--- src/rtl/fsab_mem_rdret_pkg.sv ---
// rtl/fsab_mem_rdret_pkg.sv - shared FSAB widths and read-return serializer states
package fsab_mem_rdret_pkg;

    // Mirrors of the shared FSAB / memory defines.
    localparam int FSAB_DATA_W          = 64;
    localparam int FSAB_DID_W           = 4;
    localparam int FSAB_LEN_W           = 4;
    localparam int FSAB_LEN_MAX         = 8;
    localparam int FSAB_INITIAL_CREDITS = 4;

    typedef enum logic [1:0] {
        ST_IDLE = 2'd0,
        ST_LO   = 2'd1,
        ST_HI   = 2'd2
    } rdret_state_e;

endpackage

--- src/rtl/fsab_sync_fifo.sv ---
// rtl/fsab_sync_fifo.sv - synchronous FIFO, RAM storage read through the registered read pointer
module fsab_sync_fifo #(
    parameter int WIDTH = 8,
    parameter int DEPTH = 4
) (
    input  logic             clk,
    input  logic             Nrst,
    input  logic             push,
    input  logic [WIDTH-1:0] din,
    input  logic             pop,
    output logic [WIDTH-1:0] dout,
    output logic             full,
    output logic             empty
);

    localparam int AW = $clog2(DEPTH);

    logic [WIDTH-1:0] mem [DEPTH];
    logic [AW:0]      wr_ptr;
    logic [AW:0]      rd_ptr;
    logic             do_push;
    logic             do_pop;

    assign empty   = (wr_ptr == rd_ptr);
    assign full    = (wr_ptr[AW] != rd_ptr[AW]) && (wr_ptr[AW-1:0] == rd_ptr[AW-1:0]);
    assign do_pop  = pop && !empty;
    // A pop in the same cycle frees the slot being written, so full does not block.
    assign do_push = push && (!full || do_pop);
    assign dout    = mem[rd_ptr[AW-1:0]];

    always_ff @(posedge clk) begin
        if (do_push) begin
            mem[wr_ptr[AW-1:0]] <= din;
        end
    end

    always_ff @(posedge clk) begin
        if (!Nrst) begin
            wr_ptr <= '0;
            rd_ptr <= '0;
        end else begin
            if (do_push) begin
                wr_ptr <= wr_ptr + 1'b1;
            end
            if (do_pop) begin
                rd_ptr <= rd_ptr + 1'b1;
            end
        end
    end

endmodule

--- src/rtl/fsab_mem_rdret.sv ---
// rtl/fsab_mem_rdret.sv - MIG read-return capture and FSAB inbound word serializer
module fsab_mem_rdret
    import fsab_mem_rdret_pkg::*;
#(
    parameter int DATA_W     = FSAB_DATA_W,
    parameter int DID_W      = FSAB_DID_W,
    parameter int LEN_W      = FSAB_LEN_W,
    parameter int LEN_MAX    = FSAB_LEN_MAX,
    parameter int TAG_DEPTH  = FSAB_INITIAL_CREDITS,
    parameter int BEAT_DEPTH = 16
) (
    input  logic                clk,
    input  logic                Nrst,
    input  logic                req_valid,
    input  logic [DID_W-1:0]    req_did,
    input  logic [DID_W-1:0]    req_subdid,
    input  logic [LEN_W-1:0]    req_len,
    output logic                req_ready,
    input  logic                rd_data_valid,
    input  logic [2*DATA_W-1:0] rd_data,
    output logic                fsabi_valid,
    output logic [DID_W-1:0]    fsabi_did,
    output logic [DID_W-1:0]    fsabi_subdid,
    output logic [DATA_W-1:0]   fsabi_data,
    output logic                err_overflow
);

    localparam int RW    = $clog2(BEAT_DEPTH + 1);
    localparam int TAG_W = 2 * DID_W + LEN_W;
    localparam logic [RW:0] RESV_HEAD = (RW+1)'(LEN_MAX / 2);
    localparam logic [RW:0] RESV_LIM  = (RW+1)'(BEAT_DEPTH);

    logic                tag_push, tag_pop, tag_full, tag_empty;
    logic [TAG_W-1:0]    tag_dout;
    logic                beat_push, beat_pop, beat_full, beat_empty;
    logic [2*DATA_W-1:0] beat_dout;

    logic [RW-1:0]       resv;
    logic [LEN_W:0]      len_inc;
    logic [RW-1:0]       resv_add;
    logic                resv_sub;
    logic                req_err, beat_unexp, beat_err;

    logic [DID_W-1:0]    t_did, t_subdid;
    logic [LEN_W-1:0]    t_len;
    logic [DID_W-1:0]    cur_did, cur_subdid;
    logic [LEN_W-1:0]    rem;

    rdret_state_e        state_q, state_d;
    logic                load, emit, emit_hi;

    // The MIG read FIFO cannot be stalled, so every issued read must already own beat space.
    assign req_ready  = !tag_full && (({1'b0, resv} + RESV_HEAD) <= RESV_LIM);
    assign tag_push   = req_valid && req_ready;
    assign req_err    = req_valid && !req_ready;

    assign beat_unexp = tag_empty && !tag_push && (resv == '0);
    assign beat_push  = rd_data_valid && !beat_unexp && (!beat_full || beat_pop);
    assign beat_err   = rd_data_valid && !beat_push;

    assign len_inc    = {1'b0, req_len} + (LEN_W+1)'(1);
    assign resv_add   = tag_push ? RW'(len_inc[LEN_W:1]) : '0;
    assign resv_sub   = beat_pop && (resv != '0);

    assign t_did      = tag_dout[TAG_W-1 -: DID_W];
    assign t_subdid   = tag_dout[LEN_W +: DID_W];
    assign t_len      = tag_dout[LEN_W-1:0];

    fsab_sync_fifo #(
        .WIDTH (TAG_W),
        .DEPTH (TAG_DEPTH)
    ) u_tag_fifo (
        .clk   (clk),
        .Nrst  (Nrst),
        .push  (tag_push),
        .din   ({req_did, req_subdid, req_len}),
        .pop   (tag_pop),
        .dout  (tag_dout),
        .full  (tag_full),
        .empty (tag_empty)
    );

    fsab_sync_fifo #(
        .WIDTH (2 * DATA_W),
        .DEPTH (BEAT_DEPTH)
    ) u_beat_fifo (
        .clk   (clk),
        .Nrst  (Nrst),
        .push  (beat_push),
        .din   (rd_data),
        .pop   (beat_pop),
        .dout  (beat_dout),
        .full  (beat_full),
        .empty (beat_empty)
    );

    always_ff @(posedge clk) begin
        if (!Nrst) begin
            state_q <= ST_IDLE;
        end else begin
            state_q <= state_d;
        end
    end

    always_comb begin
        state_d  = state_q;
        tag_pop  = 1'b0;
        beat_pop = 1'b0;
        load     = 1'b0;
        emit     = 1'b0;
        emit_hi  = 1'b0;
        case (state_q)
            ST_IDLE: begin
                if (!tag_empty) begin
                    if (t_len == '0) begin
                        tag_pop = 1'b1;
                    end else begin
                        load    = 1'b1;
                        state_d = ST_LO;
                    end
                end
            end
            ST_LO: begin
                if (!beat_empty) begin
                    emit = 1'b1;
                    // Odd length: the upper word of the final beat is dropped here.
                    if (rem == LEN_W'(1)) begin
                        beat_pop = 1'b1;
                        tag_pop  = 1'b1;
                        state_d  = ST_IDLE;
                    end else begin
                        state_d  = ST_HI;
                    end
                end
            end
            ST_HI: begin
                emit     = 1'b1;
                emit_hi  = 1'b1;
                beat_pop = 1'b1;
                if (rem == LEN_W'(1)) begin
                    tag_pop = 1'b1;
                    state_d = ST_IDLE;
                end else begin
                    state_d = ST_LO;
                end
            end
            default: state_d = ST_IDLE;
        endcase
    end

    always_ff @(posedge clk) begin
        if (!Nrst) begin
            resv         <= '0;
            cur_did      <= '0;
            cur_subdid   <= '0;
            rem          <= '0;
            fsabi_valid  <= 1'b0;
            fsabi_did    <= '0;
            fsabi_subdid <= '0;
            fsabi_data   <= '0;
            err_overflow <= 1'b0;
        end else begin
            resv <= resv + resv_add - RW'(resv_sub);
            if (load) begin
                cur_did    <= t_did;
                cur_subdid <= t_subdid;
                rem        <= t_len;
            end else if (emit) begin
                rem <= rem - LEN_W'(1);
            end
            fsabi_valid <= emit;
            if (emit) begin
                fsabi_did    <= cur_did;
                fsabi_subdid <= cur_subdid;
                fsabi_data   <= emit_hi ? beat_dout[2*DATA_W-1:DATA_W] : beat_dout[DATA_W-1:0];
            end
            if (req_err || beat_err) begin
                err_overflow <= 1'b1;
            end
        end
    end

endmodule
--- config.mk ---
export PLATFORM = sky130hd
export DESIGN_NAME = fsab_mem_rdret
export DESIGN_NICKNAME = d
export VERILOG_FILES = /design/src/rtl/fsab_mem_rdret_pkg.sv /design/src/rtl/fsab_sync_fifo.sv /design/src/rtl/fsab_mem_rdret.sv
export SDC_FILE = /design/constraint.sdc
export NUM_CORES = 2
export LEC_CHECK = 0
export CORE_ASPECT_RATIO = 0.7
export CORE_MARGIN = 2
export CORE_UTILIZATION = 60
export CTS_BUF_LIST = sky130_fd_sc_hd__clkbuf_4
export CTS_CLUSTER_DIAMETER = 120
export DETAILED_ROUTE_END_ITERATION = 10
export PLACE_DENSITY = 0.75
export RECOVER_POWER = 100
export SYNTH_ARGS = -nofsm -noshare
export SYNTH_HDL_FRONTEND = slang
export SYNTH_HIERARCHICAL = 1
export SYNTH_SLANG_ARGS = --single-unit
export TNS_END_PERCENT = 100
--- constraint.sdc ---
create_clock -name clk -period 27.9 [get_ports clk]
set_clock_uncertainty 0.2 [all_clocks]
set_input_delay 5.58 -clock clk [delete_from_list [all_inputs] [get_ports clk]]
set_output_delay 5.58 -clock clk [all_outputs]
set_load 0.05 [all_outputs]
==> summary.txt <==
Clock network
  • Setup bufs post-CTS: 0
  • Clock root buffer master: clkbuf_4
  • Bufs on Longest Clock Path: 4
  • Clock Latency Late Sink: 1.32 ns
  • Hold_buf cts: 0
  • # resized after CTS: 0
  • TritonCTS buffer count: 536
  • Clk slew on worst S/H paths: 0.07 ns
  • CTS tree: yes
  • Clock sinks: 2211
  • # H-tree levels: 6

Timing
  • Worst hold slack: 0.2426 ns
  • Final count of pins violating max slew: 2235
  • Final Hold Vio Count: 0
  • Setup TNS: 0 ns
  • RSZ-0062 raised after global routing: false
  • Peak Freq: 64.34 MHz
  • Final Setup Violations: 0
  • Tcrit/Tclk final: 0.5571
  • Tmin final: 15.54 ns
  • Worst-Margin Slew: 10.50 ns
  • Slew HR: -5.998

Pwr
  • Total power: slightly below 7 mW
  • Switching pwr: ~1.6 mW
  • Clk network pwr share: 0.372
  • Net Sw Frac: 0.2320
  • Combinational share of power: 0.079
  • Sequential share of power: 0.550
  • VDD IR-drop max: 0.04589 mV
  • Internal power: 5.332 mW
  • Power density over the cells: 73.14 nW/um^2
  • Leakage power: about 29 nW

Floorplanning
  • IO Pins: between 200 and 250
  • Rows: between 100 and 150
  • Die ar.: around 140000 sq um
  • Initial Util: 0.6041
  • Die Y: 318.4 microns
  • Core Box Area: 140300 sq um
  • Die span in x: between 400 and 500 microns

Logic synthesis
  • Share of the synthesized area in the top cell type: 0.7427
  • Leading post-synthesis cells by cell area: edfxtp_1, mux4_2, dfxtp_1
  • Syn. warnings: 6
  • Post-synthesis sequential area ratio: 0.7699
  • Post-Syn Instances: 3612
  • Syn nets: 3782
  • Area leader, netlist: edfxtp_1
  • Post-Syn Area: 84750 sq um
  • Syn avg cell area: 23.46 sq um
  • Distinct cells, synth: 52
  • Yosys reg bits: about 2200

Place
  • Final Wtd Congestion: 0.7653
  • Placed Cells: 5568
  • Port Buffers: around 220
  • Post-DP HPWL: 97020 microns
  • Post-DP Area: 88810 sq um

Global route
  • Vias in the first global route: between 40000 and 50000
  • Overflow after GRT: 0
  • First-pass GRT wire length: 272600 microns
  • GRT Util Overall: 0.2608
  • Largest net degree at the start of global routing: 130
  • Initial antenna violation count: 53

Cells and area
  • Final Non-Filler Cells: about 6500
  • Area grow syn2layout: 12.02%
  • Share of layout cells above drive strength 1: 0.3266
  • Final instance area: 94930 sq um
  • Most common cell after layout, fill and taps aside: edfxtp_1
  • Most frequent cells in the layout: edfxtp_1, clkbuf_4, mux4_2
  • Nets@finish: 4404

Critical path
  • Worst Path Class, Setup: in -> reg
  • Critical path required time: 28.27 ns
  • Worst setup EP type: flop
  • Bufs and invs on worst path: 3
  • Critical Path Most Common Cell: clkbuf_1
  • Max incr delay on CP: 6.67 ns
  • Crit path DAT: 15.91 ns
  • Critical path, cell by cell: dlygate4sd3_1 > nand3_1 > a32oi_1 > clkbuf_1 > a21boi_0 > and3_1 > clkbuf_1
  • Crit start category: input pin
  • Worst path depth: 7
  • Critical path fanouts, max: 107
  • Reg2reg path depth: 11
  • CP top delay family: buffers and inverters
  • CP max stage cell: clkbuf_1

Route
  • DR pass1 iterations: 5
  • Iter 0 DRT Violations: 4191
  • WL per Instance: 28.37 microns
  • Vias/cell: roughly 6.2
  • Routed Antenna Nets: 0
  • Total wire length: 183900 microns
  • Drt drc: 0
  • Routed vias: 40470

Worst hold path
  • Hold path cells: 2
  • Min-Delay Path Class: reg -> reg

Run status
  • Failing checks: max-capacitance violations, max-slew violations
  • Status: complete, but fails checks

Flow run
  • Max-Cap Viols: 46
Yosys cell counts, drive strengths merged:
library cell / n
nand3: 4
a21oi: 49
nor4: 2
buf: 134
a211oi: 96
clkbuf: 60
nor2b: 41
mux4: 620
a21boi: 2
a32oi: 1
inv: 25
edfxtp: 2096
ha: 25
mux2i: 113
o22ai: 1
a31oi: 1
nor3: 4
dfxtp: 115
o21ai: 9
nand4: 5
and3: 12
o311ai: 1
or4: 1
and2: 15
o21a: 2
nor2: 84
nand2: 47
xnor2: 9
a21o: 2
fa: 1
mux2: 1
a21bo: 1
xor2: 14
nor3b: 2
a41oi: 2
or3: 2
o211ai: 4
nand4b: 2
or3b: 1
a31o: 2
nand2b: 4
through the flow:
stage          utilization  setup slack (ns)
6_report            0.6767             12.36
5_1_grt             0.6765             11.90
4_1_cts             0.6798             18.64
3_5_place_dp        0.6331             17.23
3_3_place_gp        0.6331             17.28
2_1_floorplan            -             11.36
registers in the layout (all words and copies together), names as in the netlist, named ones only:
register / count
u_tag_fifo/rd_ptr: 3
u_beat_fifo/rd_ptr: 5
fsabi_subdid: 4
fsabi_data: 64
resv: 5
rem: 4
u_beat_fifo/wr_ptr: 5
fsabi_valid: 1
u_beat_fifo/mem: 2048
err_overflow: 1
u_tag_fifo/mem: 48
fsabi_did: 4
state_q: 2
u_tag_fifo/wr_ptr: 3
cur_did: 4
cur_subdid: 4
worst min-delay path: stages, from the launching register on:
cell and delay (ns):
dfxtp_1 0.32, nand2_1 0.06, a21oi_1 0.05
layer usage:
layer / vias up / global-route usage / share of wire
li1: 16940 / - / -
met1: 21090 / 0.3861 / 0.41
met2: 2106 / 0.3841 / 0.47
met3: 309 / 0.06966 / 0.10
met4: 20 / 0.08785 / 0.022
met5: - / 0 / 0.00063
layout make-up:
class	count	area, sq um
antenna	21	52.55
clock buffer	781	5863
clock inverter	113	686.9
fill	8728	45360
inverter	25	95.09
multi-input combinational	1182	18070
sequential	2211	65260
tap	1872	2342
timing repair buffer	278	2567
logic make-up (layout without fill, tap and decap cells):
| family | Yosys count | after routing | synth area share |
|---|---|---|---|
| AOI/OAI and AO/OA | 173 | 173 | 0.01754 |
| other | 0 | 21 | 0 |
| buffers and inverters | 219 | 1197 | 0.01442 |
| DFF | 2211 | 2211 | 0.7699 |
| adders and majority gates | 26 | 26 | 0.003927 |
| xor gates and xnor gates | 23 | 23 | 0.002643 |
| muxes | 734 | 734 | 0.1782 |
| and+or+nand+nor | 226 | 226 | 0.01336 |
worst paths after layout:
| path | startpoint | to | slack, ns |
|---|---|---|---|
| worst max-delay path | req_valid | u_beat_fifo/mem[5][11] | 12.36 |
| worst min-delay path | cur_subdid[0] | fsabi_subdid[0] | 0.24 |
| worst max register to register | u_beat_fifo/wr_ptr[3] | u_beat_fifo/mem[5][11] | 15.62 |
| worst min register to register | cur_subdid[0] | fsabi_subdid[0] | 0.24 |
power groups by stage:
stage	Combinational [mW]	Clock (mW)	Sequential, mW
6_report	0.545	2.58	3.82
3_5_place_dp	0.575	0	3.88
5_1_grt	0.584	2.82	3.83
3_3_place_gp	0.564	0	3.87
2_1_floorplan	0.299	0	3.93
4_1_cts	0.577	2.64	3.81
No activity file was read; power rests on OpenSTA's default activity.
